File: src/rtl/bcd_step_counter_pkg.sv
// Shared constants for the two-digit BCD step counter: digit width,
// seven-segment patterns (active-low, bit 0 = segment a) and digit saturation.
package bcd_step_counter_pkg;

   localparam int DIGIT_W = 4;

   localparam logic [6:0] SEG_0     = 7'b1000000;
   localparam logic [6:0] SEG_1     = 7'b1111001;
   localparam logic [6:0] SEG_2     = 7'b0100100;
   localparam logic [6:0] SEG_3     = 7'b0110000;
   localparam logic [6:0] SEG_4     = 7'b0011001;
   localparam logic [6:0] SEG_5     = 7'b0010010;
   localparam logic [6:0] SEG_6     = 7'b0000010;
   localparam logic [6:0] SEG_7     = 7'b1111000;
   localparam logic [6:0] SEG_8     = 7'b0000000;
   localparam logic [6:0] SEG_9     = 7'b0010000;
   localparam logic [6:0] SEG_BLANK = 7'b1111111;

   // Clamp a loaded digit into the BCD range so count never holds A-F.
   function automatic logic [DIGIT_W-1:0] sat9(input logic [DIGIT_W-1:0] d);
      return (d > 4'd9) ? 4'd9 : d;
   endfunction

endpackage

File: src/rtl/bcd_step_counter_seg7_dec.sv
// Combinational BCD digit to seven-segment decode; non-BCD inputs show blank.
module seg7_dec
   import bcd_step_counter_pkg::*;
#(
   parameter int ACTIVE_LOW_SEG = 1
) (
   input  logic [DIGIT_W-1:0] digit,
   output logic [6:0]         seg
);

   logic [6:0] pat;

   always_comb begin
      pat = SEG_BLANK;
      case (digit)
         4'd0: pat = SEG_0;
         4'd1: pat = SEG_1;
         4'd2: pat = SEG_2;
         4'd3: pat = SEG_3;
         4'd4: pat = SEG_4;
         4'd5: pat = SEG_5;
         4'd6: pat = SEG_6;
         4'd7: pat = SEG_7;
         4'd8: pat = SEG_8;
         4'd9: pat = SEG_9;
         default: pat = SEG_BLANK;
      endcase
      seg = (ACTIVE_LOW_SEG != 0) ? pat : ~pat;
   end

endmodule

File: src/rtl/bcd_step_counter.sv
// Two-digit BCD up/down counter stepped by rising edges of the divided clock,
// with registered seven-segment outputs for both digits.
module bcd_step_counter
   import bcd_step_counter_pkg::*;
#(
   parameter int ACTIVE_LOW_SEG = 1
) (
   input  logic       clk,
   input  logic       clr,
   input  logic       clk_1,
   input  logic       en,
   input  logic       up,
   input  logic       load,
   input  logic [7:0] load_val,
   output logic [7:0] count,
   output logic       wrap,
   output logic [6:0] hex0,
   output logic [6:0] hex1
);

   localparam logic [6:0] SEG_RESET = (ACTIVE_LOW_SEG != 0) ? SEG_0 : ~SEG_0;

   logic               clk_1_d;
   logic               step;
   logic [DIGIT_W-1:0] ones, tens, ones_n, tens_n;
   logic               wrap_n;
   logic [6:0]         dec0, dec1;

   assign step = clk_1 & ~clk_1_d;
   assign ones = count[3:0];
   assign tens = count[7:4];

   always_comb begin
      ones_n = ones;
      tens_n = tens;
      wrap_n = 1'b0;
      if (up) begin
         if (ones == 4'd9) begin
            ones_n = '0;
            if (tens == 4'd9) begin
               tens_n = '0;
               wrap_n = 1'b1;
            end else begin
               tens_n = tens + 4'd1;
            end
         end else begin
            ones_n = ones + 4'd1;
         end
      end else begin
         if (ones == 4'd0) begin
            ones_n = 4'd9;
            if (tens == 4'd0) begin
               tens_n = 4'd9;
               wrap_n = 1'b1;
            end else begin
               tens_n = tens - 4'd1;
            end
         end else begin
            ones_n = ones - 4'd1;
         end
      end
   end

   seg7_dec #(.ACTIVE_LOW_SEG(ACTIVE_LOW_SEG)) u_dec0 (.digit(ones), .seg(dec0));
   seg7_dec #(.ACTIVE_LOW_SEG(ACTIVE_LOW_SEG)) u_dec1 (.digit(tens), .seg(dec1));

   // clk_1_d resets high so a clk_1 already high at release is not an edge.
   always_ff @(posedge clk) begin
      if (clr) begin
         clk_1_d <= 1'b1;
         count   <= '0;
         wrap    <= 1'b0;
         hex0    <= SEG_RESET;
         hex1    <= SEG_RESET;
      end else begin
         clk_1_d <= clk_1;
         hex0    <= dec0;
         hex1    <= dec1;
         wrap    <= 1'b0;
         if (load) begin
            count <= {sat9(load_val[7:4]), sat9(load_val[3:0])};
         end else if (step && en) begin
            count <= {tens_n, ones_n};
            wrap  <= wrap_n;
         end
      end
   end

endmodule

File: config.mk
export PLATFORM = sky130hd
export DESIGN_NAME = bcd_step_counter
export DESIGN_NICKNAME = d
export VERILOG_FILES = /design/src/rtl/bcd_step_counter_pkg.sv /design/src/rtl/bcd_step_counter_seg7_dec.sv /design/src/rtl/bcd_step_counter.sv
export SDC_FILE = /design/constraint.sdc
export NUM_CORES = 1
export LEC_CHECK = 0
export CAP_MARGIN = 10
export CORE_MARGIN = 4
export CORE_UTILIZATION = 49
export DETAILED_ROUTE_END_ITERATION = 6
export GPL_ROUTABILITY_DRIVEN = 0
export GPL_TIMING_DRIVEN = 0
export HOLD_SLACK_MARGIN = 0.1
export PLACE_DENSITY_LB_ADDON = 0.08
export SLEW_MARGIN = 20
export SYNTH_ARGS = -nofsm -noshare
export SYNTH_HDL_FRONTEND = slang
export SYNTH_HIERARCHICAL = 1
export SYNTH_SLANG_ARGS = --single-unit
File: constraint.sdc
create_clock -name clk -period 2 [get_ports clk]
set_clock_uncertainty 0.2 [all_clocks]
set_input_delay 0.3 -clock clk [delete_from_list [all_inputs] [get_ports clk]]
set_output_delay 0.3 -clock clk [all_outputs]
set_load 0.02 [all_outputs]
# Word level (Yosys, flattened, before mapping)

Memories as Yosys holds them, arrays and structs flattened. A register that Yosys moved wholly into a read port is not among the register bits.
Cells that the tools add are included.

Input port bits: 14
Word-level logic and storage cells: 42
Memories kept: 2
ROM bits: 224
Register bits after elaboration: 10
Output and inout bits: 23

Muxes and demuxes: 17
$add $sub $neg: 4
Bitwise operators: 3
Equal/unequal tests: 3
Reductions and logical operators: 7
Order comparisons: 2

Memory list:

| memory           | depth | bits a word | read ports | clocked after memory_dff | write ports | RTL line                        | source |
|---|---|---|---|---|---|---|---|
| (name not given) | 16    | 7           | 1          | 1                        | 0           | bcd_step_counter_seg7_dec.sv:15 | `case (digit)` |
| (name not given) | 16    | 7           | 1          | 1                        | 0           | bcd_step_counter_seg7_dec.sv:15 |  |

Operator list:

| kind                | count |
|---|---|
| $mux 4              | 10 |
| $mux 8              | 2 |
| $add 4x1->4 const B | 2 |
| $eq 4x4->1 const B  | 2 |
| $gt 4x4->1 const B  | 2 |
| $logic_not 4->1     | 2 |
| $sub 4x1->4 const B | 2 |
| $mux 1              | 5 |
| $ne 3x1->1 const B  | 1 |
| $reduce_and 3->1    | 1 |
| $reduce_bool 3->1   | 1 |
| $reduce_or 3->1     | 1 |
| $not 1->1           | 2 |
| $reduce_bool 2->1   | 1 |
| $and 1x1->1         | 1 |
| $logic_and 1x1->1   | 1 |

# Longest topological paths before layout

Word-level depth: 6
Gate-level depth with buffers: 6
Gate-level depth less buffers: 6

# Cells and area by module

Netlist, hierarchy kept.

Modules (own cells, without submodules):

| module           | sequential area each (um^2) | cells an instance | area an instance (um^2) | instances |
|---|---|---|---|---|
| bcd_step_counter | 480.5                       | 129               | 1143.6                  | 1 |
| seg7_dec         | 0.0                         | 33                | 210.2                   | 2 |

# Worst setup path before layout

No wires, ideal clock.

Path type: register -> register
Start point: reg count[1]
End point: reg count[3]
Period minus slack after synthesis: 1804 ps
Setup slack: 196 ps
Required time: 1668 ps
Buffers on the path: 1
Library setup time: 132 ps
Arrival: 1472 ps
Cell stages (with the launch flop): 6
Cells stage by stage: dfxtp_1 -> clkbuf_1 -> or4_4 -> o21a_1 -> o221ai_1 -> a21oi_1

Longest elaborated chain between the ends: 5
Elaborated cells on any way between the ends: 9
Classes of those cells: add/sub: 2; eq/ne: 1; mux: 5; reduce/logical: 1

RTL lines:

| item                                      | RTL line                                       | source |
|---|---|---|
| start: declaration                        | bcd_step_counter.sv:15                         | `output logic [7:0] count,` |
| start signal: assignment                  | bcd_step_counter.sv:81                         | `count <= {sat9(load_val[7:4]), sat9(load_val[3:0])};` |
| start signal: assignment                  | bcd_step_counter.sv:83                         | `count <= {tens_n, ones_n};` |
| $sub 4x1->4, or another cell as far along | bcd_step_counter.sv:59                         | `ones_n = ones - 4'd1;` |
| $mux 4, on equally long branches          | bcd_step_counter.sv:50, bcd_step_counter.sv:38 |  |
| $mux 4 *                                  | bcd_step_counter.sv:37                         | `if (up) begin` |
| $mux 8 *                                  | bcd_step_counter.sv:82                         | `end else if (step && en) begin` |
| $mux 8 *                                  | bcd_step_counter.sv:80                         | `if (load) begin` |

Every way passes the cells marked *; elsewhere a longest branch is shown, timed or not. The select of a mux whose other input is x is not followed.
A chain may end at the register's enable or synchronous reset.

# Worst setup path in the final report

Start point: reg count[3]
End point: out count[3]

No word-level cell between the ends.

==> flow_summary.json <==
{
  "die_w_um": 64.5,
  "muxShareOfSynthArea_pct": 0.640,
  "num_rows": 20,
  "viasPerCell": 5.17,
  "cp.arrival_ns": 1.42,
  "synth.distinct_cells": 45,
  "path_delay_family": "buffers and inverters",
  "grt-ovfl-total": 0,
  "synth_top_family_by_area": "simple AND/OR/NAND/NOR gates",
  "cts.sinks": 24,
  "syn_area_um2": 1560,
  "first_pass_iters": 4,
  "grt_max_degree": 13,
  "cp-end-kind": "output port",
  "clock_latency_ns": 0.31,
  "worstSetupEndpoint": "count[3]",
  "start_kind": "register",
  "path_clk_slew_ns": 0.14,
  "worstPathMaxFanout": 11,
  "dp_worst_setup_slack_ns": -0.187,
  "drc": 0,
  "drv_cap": 0,
  "synth-seq-area-share_pct": 30.7,
  "holdWs_ns": 0.380,
  "r2r_slack_ns": 0.16,
  "synth_edf_count": 0,
  "synth_fa_ha_area_share_pct": 8.00,
  "hold_path_class": "in -> reg",
  "synth-xor-area-share_pct": 3.36,
  "nets": 260,
  "dp.cells": 275,
  "finish.utilization_pct": 65.9,
  "io_pins": 37,
  "grt_pass1_vias": 1383,
  "slowest_delay_ns": 0.64,
  "htree_levels": 1,
  "synth_simple_gate_area_share_pct": 28.2,
  "ys_seq_elements": 24,
  "slew_viol_final": 0,
  "cts_hold_buf": 0,
  "min_period_ns": 1.92,
  "synth_nets": 219,
  "hold_viol_final": 0,
  "setup_viol": 0,
  "cts_buffers": 3,
  "path_cells": "clkdlybuf4s50_1",
  "ctsLongestPathBuffers": 2,
  "die_h_um": 64.5,
  "worstMarginPinSlew_ns": 0.448,
  "yosys_warnings": 6,
  "crit_start": "count[3]",
  "synth-compound-area-share_pct": 21.1,
  "critPathBufInv": 1,
  "antennaDiodeCount": 0,
  "wl_per_cell_um": 12.2,
  "drt.antenna.violating_nets": 0,
  "p_per_area_nw_per_um2": 554,
  "die_area_um2": 4160,
  "clockRootBuffer": "clkbuf_4",
  "max-vdd-ir-drop_mv": 0.226,
  "hpwlAfterDp_mm": 2.57,
  "cp.depth": 1,
  "initial_utilization_pct": 51.2,
  "area_delta_synth_final_pct": 28.6,
  "r2r_end": "count[5]",
  "cts_tree": "yes",
  "core_um2": 3050,
  "fin_crit_sh_pct": 96.2,
  "slowest_stage": "clkdlybuf4s50_1",
  "synth_cells": 195,
  "track_usage_pct": 17.5,
  "drtIter0Drc": 42,
  "leakagePower_nw": 0.813,
  "numPortBuffers": 36,
  "setup_ws_ns": 0.0760,
  "antenna_found_initial": 0,
  "drive_gt1_share_pct": 11.1,
  "grt_first_pass_wirelength_mm": 5.99,
  "cp.required_ns": 1.50,
  "reg2reg_depth": 5,
  "path_class": "reg -> out",
  "rsz0062_at_grt": "no",
  "syn_area_per_cell_um2": 8.02,
  "ys.flop_type": "dfxtp_1",
  "relSlewSlack_pct": 69.9,
  "ys_async_sr_fraction_pct": 0,
  "r2r_start": "count[4]",
  "finalNonFillerCells": 278,
  "vias": 1437,
  "fmax_mhz": 520,
  "outcome": "finished clean",
  "routed_wl_mm": 3.39
}
final cells by class:
type | instances | area [um2]
Buffer | 16 | 92.6
Clock buffer | 3 | 22.5
Fill cell | 293 | 1040
Inverter | 9 | 33.8
Multi-Input combinational cell | 146 | 961
Sequential cell | 24 | 484
Tap cell | 44 | 55.1
Timing Repair Buffer | 36 | 363
metrics by stage:
step / instance area (um2) / TNS (ns) / total power, mW
detailed placement: 1980 / -0.677 / 0.908
floorplan: 1560 / 0 / 0.774
global route: 2010 / 0 / 1.19
CTS: 2000 / 0 / 1.12
global placement: 1980 / -0.396 / 0.899
finish: 2010 / 0 / 1.11
flip-flops by register name, indices dropped and copies added (netlist names):
signal and count:
hex0 7, hex1 7, count 8, clk_1_d 1, wrap 1
cell families after synthesis:
group,count (synthesis)
AO/OA/AOI/OAI,49
XOR/XNOR,6
adder cells (fa/ha/maj),10
buffers and inverters,25
flip-flops,24
multiplexers,1
AND/OR/NAND/NOR,80
layout by cell type (no fill, tap or decap), drive strengths merged, types with 10 or more instances in the layout:
cell type,instances
nand2b,10
a21oi,11
ha,10
dfxtp,24
clkdlybuf4s50,35
buf,10
nand2,10
nor2b,14
nor2,18
o21ai,18
metal layers:
layer  track usage [%]  wire (um)
met1              22.2       1520
met2              31.4       1730
met5                 0          0
met3              2.25        129
met4              3.96         15
how the worst min path moves through the flow:
stage / from / end / slack, ns / cells past startpoint
after floorplan: clr / hex1[0] / 0.17 / 1
after global placement: count[1] / hex0[6] / 0.50 / 4
after detailed placement: count[1] / hex0[6] / 0.52 / 4
after CTS: load_val[0] / count[0] / 0.39 / 3
after global routing: load_val[0] / count[0] / 0.39 / 3
final: load_val[0] / count[0] / 0.38 / 3
cell usage after synthesis (2+ instances only):
master / instances / area [um2]
a31oi_1: 3 / 18.8
or2_1: 3 / 18.8
xor2_1: 4 / 35.0
or2_2: 3 / 18.8
xnor2_1: 2 / 17.5
clkbuf_1: 6 / 22.5
nand2_1: 10 / 37.5
a21oi_1: 9 / 45.0
nand3_1: 6 / 30.0
nor4_1: 3 / 18.8
inv_1: 9 / 33.8
a21oi_2: 2 / 17.5
nand2b_1: 10 / 62.6
dfxtp_1: 24 / 480
a221oi_1: 2 / 17.5
buf_6: 3 / 33.8
nor2_1: 18 / 67.6
nor2b_1: 14 / 87.6
or2b_1: 2 / 15.0
o221ai_1: 2 / 17.5
o21ai_0: 17 / 85.1
nand3b_1: 2 / 15.0
buf_2: 7 / 35.0
nor3_1: 2 / 10.0
a311oi_1: 2 / 17.5
ha_1: 10 / 125
and3b_1: 2 / 17.5
where the power goes:
group          internal, mW  switching [mW]
combinational         0.178           0.185
clock                0.0703           0.143
sequential            0.514          0.0237
total                 0.762           0.352
repair_timing:
action	CTS	global route
hold endpoints to repair	0	0
buffers inserted	0	0
resized for setup	2	5
setup endpoints to repair	2	3
Note: power is estimated with default switching activity, not from simulation.
